<file path="src/rtl/mult_share_arbiter_pkg.sv">
// Shared types and widths for the shared-multiplier arbiter.
package mult_share_arbiter_pkg;

  localparam int unsigned OP_W   = 8;
  localparam int unsigned PROD_W = 16;

  typedef enum logic [1:0] {
    IDLE  = 2'd0,
    ISSUE = 2'd1,
    WAIT  = 2'd2,
    RESP  = 2'd3
  } state_e;

endpackage

</file>
<file path="src/rtl/mult_share_arbiter_rr_pick.sv">
// Combinational round-robin selector: first set req_valid bit at or above rr_ptr, with wrap.
module rr_pick #(
  parameter int NUM_REQ = 4,
  parameter int ID_W    = 2
) (
  input  logic [NUM_REQ-1:0] req_valid,
  input  logic [ID_W-1:0]    rr_ptr,
  output logic [ID_W-1:0]    grant_idx,
  output logic               any_valid
);

  logic [ID_W:0] pos;

  always_comb begin
    grant_idx = '0;
    any_valid = 1'b0;
    pos       = '0;
    for (int unsigned k = 0; k < NUM_REQ; k++) begin
      pos = {1'b0, rr_ptr} + (ID_W+1)'(k);
      if (pos >= (ID_W+1)'(NUM_REQ)) pos = pos - (ID_W+1)'(NUM_REQ);
      if (!any_valid && req_valid[pos[ID_W-1:0]]) begin
        any_valid = 1'b1;
        grant_idx = pos[ID_W-1:0];
      end
    end
  end

endmodule

</file>
<file path="src/rtl/mult_share_arbiter.sv">
// Round-robin arbiter sharing one sequential 8x8 multiplier among NUM_REQ clients.
// Optional WAIT watchdog enabled by defining MULT_TIMEOUT_EN.
module mult_share_arbiter
  import mult_share_arbiter_pkg::*;
#(
  parameter int NUM_REQ        = 4,
  parameter int ID_W           = 2,
  parameter int TIMEOUT_CYCLES = 64
) (
  input  logic                      Clk,
  input  logic                      rst,
  input  logic [NUM_REQ-1:0]        req_valid,
  input  logic [OP_W*NUM_REQ-1:0]   req_mplier,
  input  logic [OP_W*NUM_REQ-1:0]   req_mcand,
  output logic [NUM_REQ-1:0]        req_ready,
  output logic [NUM_REQ-1:0]        rsp_valid,
  output logic [PROD_W-1:0]         rsp_result,
  output logic [ID_W-1:0]           rsp_id,
  output logic                      rsp_err,
  output logic                      busy,
  output logic                      mul_st,
  output logic [OP_W-1:0]           mul_mplier,
  output logic [OP_W-1:0]           mul_mcand,
  input  logic                      mul_done,
  input  logic [PROD_W-1:0]         mul_result
);

  state_e          state, state_n;
  logic [ID_W-1:0] rr_ptr;
  logic [ID_W-1:0] grant_q;
  logic [ID_W-1:0] pick_idx;
  logic            pick_any;
  logic            seen_low;
  logic            done_ok;
  logic            to_hit;

  rr_pick #(
    .NUM_REQ (NUM_REQ),
    .ID_W    (ID_W)
  ) u_pick (
    .req_valid (req_valid),
    .rr_ptr    (rr_ptr),
    .grant_idx (pick_idx),
    .any_valid (pick_any)
  );

  // A done only counts after a low has been seen, so a stale high from the last op is skipped.
  assign done_ok = mul_done && seen_low;

`ifdef MULT_TIMEOUT_EN
  localparam int unsigned TO_W = $clog2(TIMEOUT_CYCLES + 1);
  logic [TO_W-1:0] to_cnt;
  logic            err_q;

  assign to_hit  = (to_cnt == TO_W'(TIMEOUT_CYCLES - 1));
  assign rsp_err = err_q;

  always_ff @(posedge Clk or posedge rst) begin
    if (rst) begin
      to_cnt <= '0;
      err_q  <= 1'b0;
    end else if (state == ISSUE) begin
      to_cnt <= '0;
    end else if (state == WAIT) begin
      if (!to_hit) to_cnt <= to_cnt + 1'b1;
      if (done_ok)     err_q <= 1'b0;
      else if (to_hit) err_q <= 1'b1;
    end
  end
`else
  logic [31:0] timeout_unused;
  assign timeout_unused = 32'(TIMEOUT_CYCLES);
  assign to_hit         = 1'b0;
  assign rsp_err        = 1'b0;
`endif

  always_ff @(posedge Clk or posedge rst) begin
    if (rst) state <= IDLE;
    else     state <= state_n;
  end

  always_comb begin
    state_n   = state;
    req_ready = '0;
    rsp_valid = '0;
    mul_st    = 1'b0;
    busy      = (state != IDLE);
    case (state)
      IDLE: begin
        if (pick_any) begin
          // Masked during reset so every output reads 0 while rst is high.
          req_ready[pick_idx] = !rst;
          state_n             = ISSUE;
        end
      end
      ISSUE: begin
        mul_st  = 1'b1;
        state_n = WAIT;
      end
      WAIT: begin
        if (done_ok || to_hit) state_n = RESP;
      end
      RESP: begin
        rsp_valid[grant_q] = 1'b1;
        state_n            = IDLE;
      end
      default: state_n = IDLE;
    endcase
  end

  always_ff @(posedge Clk or posedge rst) begin
    if (rst) begin
      rr_ptr     <= '0;
      grant_q    <= '0;
      mul_mplier <= '0;
      mul_mcand  <= '0;
      seen_low   <= 1'b0;
      rsp_result <= '0;
      rsp_id     <= '0;
    end else begin
      case (state)
        IDLE: begin
          if (pick_any) begin
            grant_q    <= pick_idx;
            mul_mplier <= req_mplier[pick_idx*OP_W +: OP_W];
            mul_mcand  <= req_mcand[pick_idx*OP_W +: OP_W];
          end
        end
        ISSUE: seen_low <= 1'b0;
        WAIT: begin
          if (!mul_done) seen_low <= 1'b1;
          if (done_ok || to_hit) rsp_id <= grant_q;
          if (done_ok)     rsp_result <= mul_result;
          else if (to_hit) rsp_result <= '0;
        end
        RESP: rr_ptr <= (grant_q == ID_W'(NUM_REQ - 1)) ? '0 : grant_q + 1'b1;
        default: ;
      endcase
    end
  end

endmodule

</file>
<file path="config.mk">
export PLATFORM = sky130hd
export DESIGN_NAME = mult_share_arbiter
export DESIGN_NICKNAME = d
export VERILOG_FILES = /design/src/rtl/mult_share_arbiter_pkg.sv /design/src/rtl/mult_share_arbiter_rr_pick.sv /design/src/rtl/mult_share_arbiter.sv
export SDC_FILE = /design/constraint.sdc
export NUM_CORES = 1
export LEC_CHECK = 0
export CAP_MARGIN = 20
export CORE_MARGIN = 1.5
export CORE_UTILIZATION = 36
export CTS_BUF_LIST = sky130_fd_sc_hd__clkbuf_8
export CTS_CLUSTER_DIAMETER = 30
export DETAILED_ROUTE_END_ITERATION = 7
export GPL_ROUTABILITY_DRIVEN = 0
export PLACE_DENSITY = 0.91
export SLEW_MARGIN = 20
export SYNTH_ARGS = -nofsm -noshare
export SYNTH_HDL_FRONTEND = slang
export SYNTH_HIERARCHICAL = 1
export SYNTH_SLANG_ARGS = --single-unit
</file>
<file path="constraint.sdc">
create_clock -name Clk -period 2.2 [get_ports Clk]
set_input_delay 0.55 -clock Clk [delete_from_list [all_inputs] [get_ports Clk]]
set_output_delay 0.55 -clock Clk [all_outputs]
set_load 0.01 [all_outputs]
</file>
==> impl_summary.md, run 1 <==
STA
The hold violation count in the final report was 0. The worst path in the final design needs a cycle of 2.29 ns, including I/O delays and setup. Setup repair after global routing could not meet its margin everywhere. The maximum frequency from static timing analysis is about 440 MHz. Adding up every negative setup slack in the final design gives -0.200 ns. The post-route worst setup slack is -0.0863 ns. The clock arrives with 0.00390 ns of skew. Measured against its own limit, the worst slew margin works out to 57.2%. The number of max-slew violations in the final report was 0. Setup violations remaining at the end of the flow were counted as 4. The slew at the pin closest to its max-slew limit is 0.638 ns. The final worst-path cycle share is 104%.

Placed design
The cell total after placement is approximately 400. The HPWL after detailed placement is 5180 um. In this run the tool buffered the top-level ports with 130 buffer cells. The post-place setup slack is -0.911 ns.

Outcome
The run finished, with violations left. The final reports fail on setup timing.

Detailed routing
The average via count per standard cell is 4.84. The number of design-rule violations left by the first detailed-router iteration is 73. The mean routed wirelength per cell is 15.3 um. The detailed router placed between 2,000 and 2,500 vias in this run. The first detailed-routing pass took 4 iterations. The DRC violation count after routing is 0. The detail route stage leaves a number of antenna-violating nets equal to 0. The total routed wirelength is roughly 6500 um.

Floorplanning
The core region is 6030 um^2. The count of boundary I/O pins is 132. The full die area is 6840 um^2. In this run the vertical extent of the chip is 82.7 um.

For this configuration, the core starts out at a cell density of around 38%. After floorplanning, the core was divided into 28 placement rows. Measured along the x axis, the die boundary spans 82.7 um.

Logic synthesis
Summing every instance area after synthesis gives about 2300 um^2. The async set-or-reset flop fraction in the synthesized netlist is 100%. The number of nets in the synthesized netlist is 291. Synthesis handed over a netlist of 195 instances.

The primary flip-flop cell chosen by synthesis mapping is sky130_fd_sc_hd__dfrtp_1. During synthesis, Yosys emitted a total of 6 warnings. In this run, synthesis inferred 0 flip-flops with an integrated enable. A synthesized cell averages 11.7 um^2. The part of the Yosys area used for sequential elements is 44.8%. Synthesis inferred 41 register bits. The number of distinct library cell variants in the gate-level netlist after synthesis is 31.

Global route
The initial antenna violation count was 0. The total global-route track usage is 19.3%. The first global-routing pass estimated 9880 um of wire. The largest net degree at the start of global routing is 31. The remaining global-route overflow is 0. The number of global-route vias before repair is ~2,200.

Critical path
STA classifies the critical path endpoint as a primary output. Data arrives at the worst endpoint at 1.74 ns. The worst endpoint required time is 1.65 ns. The kind of critical path is in2out.

The maximum fanout along the worst path is 3. The nature of the critical path startpoint is a primary input.

Cells and area
The fraction of layout cells with a size suffix above 1 is 20.3%. The number of antenna diodes in the final layout is 0. The non-filler instance count after layout is approximately 420. In the layout the commonest cells are 117 x sky130_fd_sc_hd__clkdlybuf4s50_1, 40 x sky130_fd_sc_hd__dfrtp_1, 32 x sky130_fd_sc_hd__mux2i_1, 22 x sky130_fd_sc_hd__buf_4, 21 x sky130_fd_sc_hd__nand2_1. Relative to the synthesized area, the layout overhead comes to 76.7%. The library cell used most frequently in the layout, excluding fill and tap cells, is sky130_fd_sc_hd__clkdlybuf4s50_1. For this run, the post-layout net count is ~440. The utilization after layout is 67.1%.

Clocking
Clock tree synthesis found a total of 41 sinks. The total CTS buffers is 5. TritonCTS built the clock tree.

The clock transition at the registers of the reported paths is 0.08 ns. The longest clock path from root to sink contains 2 buffers. Clock latency on the worst-skew pair, taken at its later pin, is 0.29 ns. In this run the number of H-tree levels came out at 2. CTS placed an instance of sky130_fd_sc_hd__clkbuf_8 at the clock tree root.

Worst hold path
The min-delay analysis places its worst path in the category reg2reg.

Run
The number of max-capacitance violations reported is 0.

Power
The maximum vdd drop is 0.847 mV. In this run the static leakage power is about 1.8 nW. The power density relative to cell area is 1200 nW/um^2.
power by group:
group          total, mW  switching (mW)  internal (mW)
Sequential          1.37           0.227           1.14
Combinational       2.89            1.25           1.64
Clock              0.614           0.274          0.340
Total               4.87            1.75           3.12
per-stage QoR:
| step | hold slack (ns) | total power, mW | cell area [um^2] |
|---|---|---|---|
| after floorplan | 0.499 | 2.81 | 2330 |
| after global placement | 0.471 | 4.07 | 3870 |
| after detailed placement | 0.475 | 4.17 | 3870 |
| after CTS | 0.494 | 4.88 | 4020 |
| after global routing | 0.514 | 5.19 | 4040 |
| final | 0.487 | 4.87 | 4040 |
metal layers:
layer / up-vias / GRT usage (%) / share of wire, %
met5: - / 0 / 0
met4: 0 / 5.00 / 1.1
met3: 6 / 5.27 / 5.0
met2: 61 / 35.7 / 55
met1: 983 / 21.7 / 39
li1: 1003 / - / -
worst paths after layout:
kind	slack, ns	cells past startpoint	start	endpoint
min in group asynchronous	0.78	3	rst	rsp_result[2]
min	0.49	2	rsp_id[0]	rsp_id[0]
max	-0.09	7	req_valid[1]	req_ready[1]
max reg2reg	0.14	8	rr_ptr[0]	mul_mplier[3]
min reg2reg	0.49	2	rsp_id[0]	rsp_id[0]
max in group asynchronous	0.97	4	rst	rr_ptr[0]
critical path, cell delays in order:
cell and delay (ns):
sky130_fd_sc_hd__buf_2 0.11, sky130_fd_sc_hd__inv_1 0.06, sky130_fd_sc_hd__a221o_1 0.35, sky130_fd_sc_hd__a21oi_4 0.19, sky130_fd_sc_hd__buf_6 0.13, sky130_fd_sc_hd__nor4b_4 0.16
sky130_fd_sc_hd__buf_2 0.17
registers in the layout (all words and copies together) (netlist names):
signal	flops
rsp_result	16
grant_q	2
seen_low	1
rsp_id	2
mul_mcand	8
state	2
rr_ptr	2
mul_mplier	8
final cells by class:
class	instances	area (um^2)
inverter	13	48.8
clock inverter	3	46.3
tap	75	93.8
timing repair buffer	158	1530
fill	469	1980
sequential	41	1030
clock buffer	5	68.8
multi-input combinational	129	1230
cells in the mapped netlist, types with 2 or more instances:
cell,n,share of area [%]
sky130_fd_sc_hd__o21ai_1,2,0.44
sky130_fd_sc_hd__buf_4,4,1.3
sky130_fd_sc_hd__nand2_1,21,3.4
sky130_fd_sc_hd__a21oi_1,7,1.5
sky130_fd_sc_hd__o221ai_1,7,2.7
sky130_fd_sc_hd__buf_6,2,0.98
sky130_fd_sc_hd__nand3_1,2,0.44
sky130_fd_sc_hd__ha_1,9,4.9
sky130_fd_sc_hd__mux2i_1,32,14
sky130_fd_sc_hd__mux2_1,17,8.4
sky130_fd_sc_hd__buf_2,4,0.87
sky130_fd_sc_hd__clkbuf_1,2,0.33
sky130_fd_sc_hd__mux2_2,3,1.5
sky130_fd_sc_hd__and2_1,4,1.1
sky130_fd_sc_hd__dfrtp_1,41,45
sky130_fd_sc_hd__nor2_1,2,0.33
sky130_fd_sc_hd__o221ai_2,10,6.6
sky130_fd_sc_hd__nor4b_1,2,0.77
sky130_fd_sc_hd__inv_1,12,2.0
repair_timing:
item,4_1_cts,5_1_grt
endpoints found under the hold margin,0,0
endpoints found under the setup margin,23,16
gates resized for setup,47,3
hold buffers,0,0
pin swaps,5,5
buffers inserted,4,2
kinds of logic after synthesis:
kind of cell               synth area share [%]
muxes                                      23.8
DFF                                        44.8
and+or+nand+nor                            8.31
AOI/OAI and AO/OA                          12.3
buffers and inverters                      5.63
adders and majority gates                  4.92
other                                     0.164
Power figures use the tool's default switching activity.
==> run 2: changes to the inputs <==
--- a/config.mk
+++ b/config.mk
@@ -5,6 +5,7 @@
 export SDC_FILE = /design/constraint.sdc
 export NUM_CORES = 1
 export LEC_CHECK = 0
+export ABC_CLOCK_PERIOD_IN_PS = 2200
 export CAP_MARGIN = 20
 export CORE_MARGIN = 1.5
 export CORE_UTILIZATION = 36
==> results of run 2 <==
No change in the layout: final DEF, timing and power equal those of run 1.
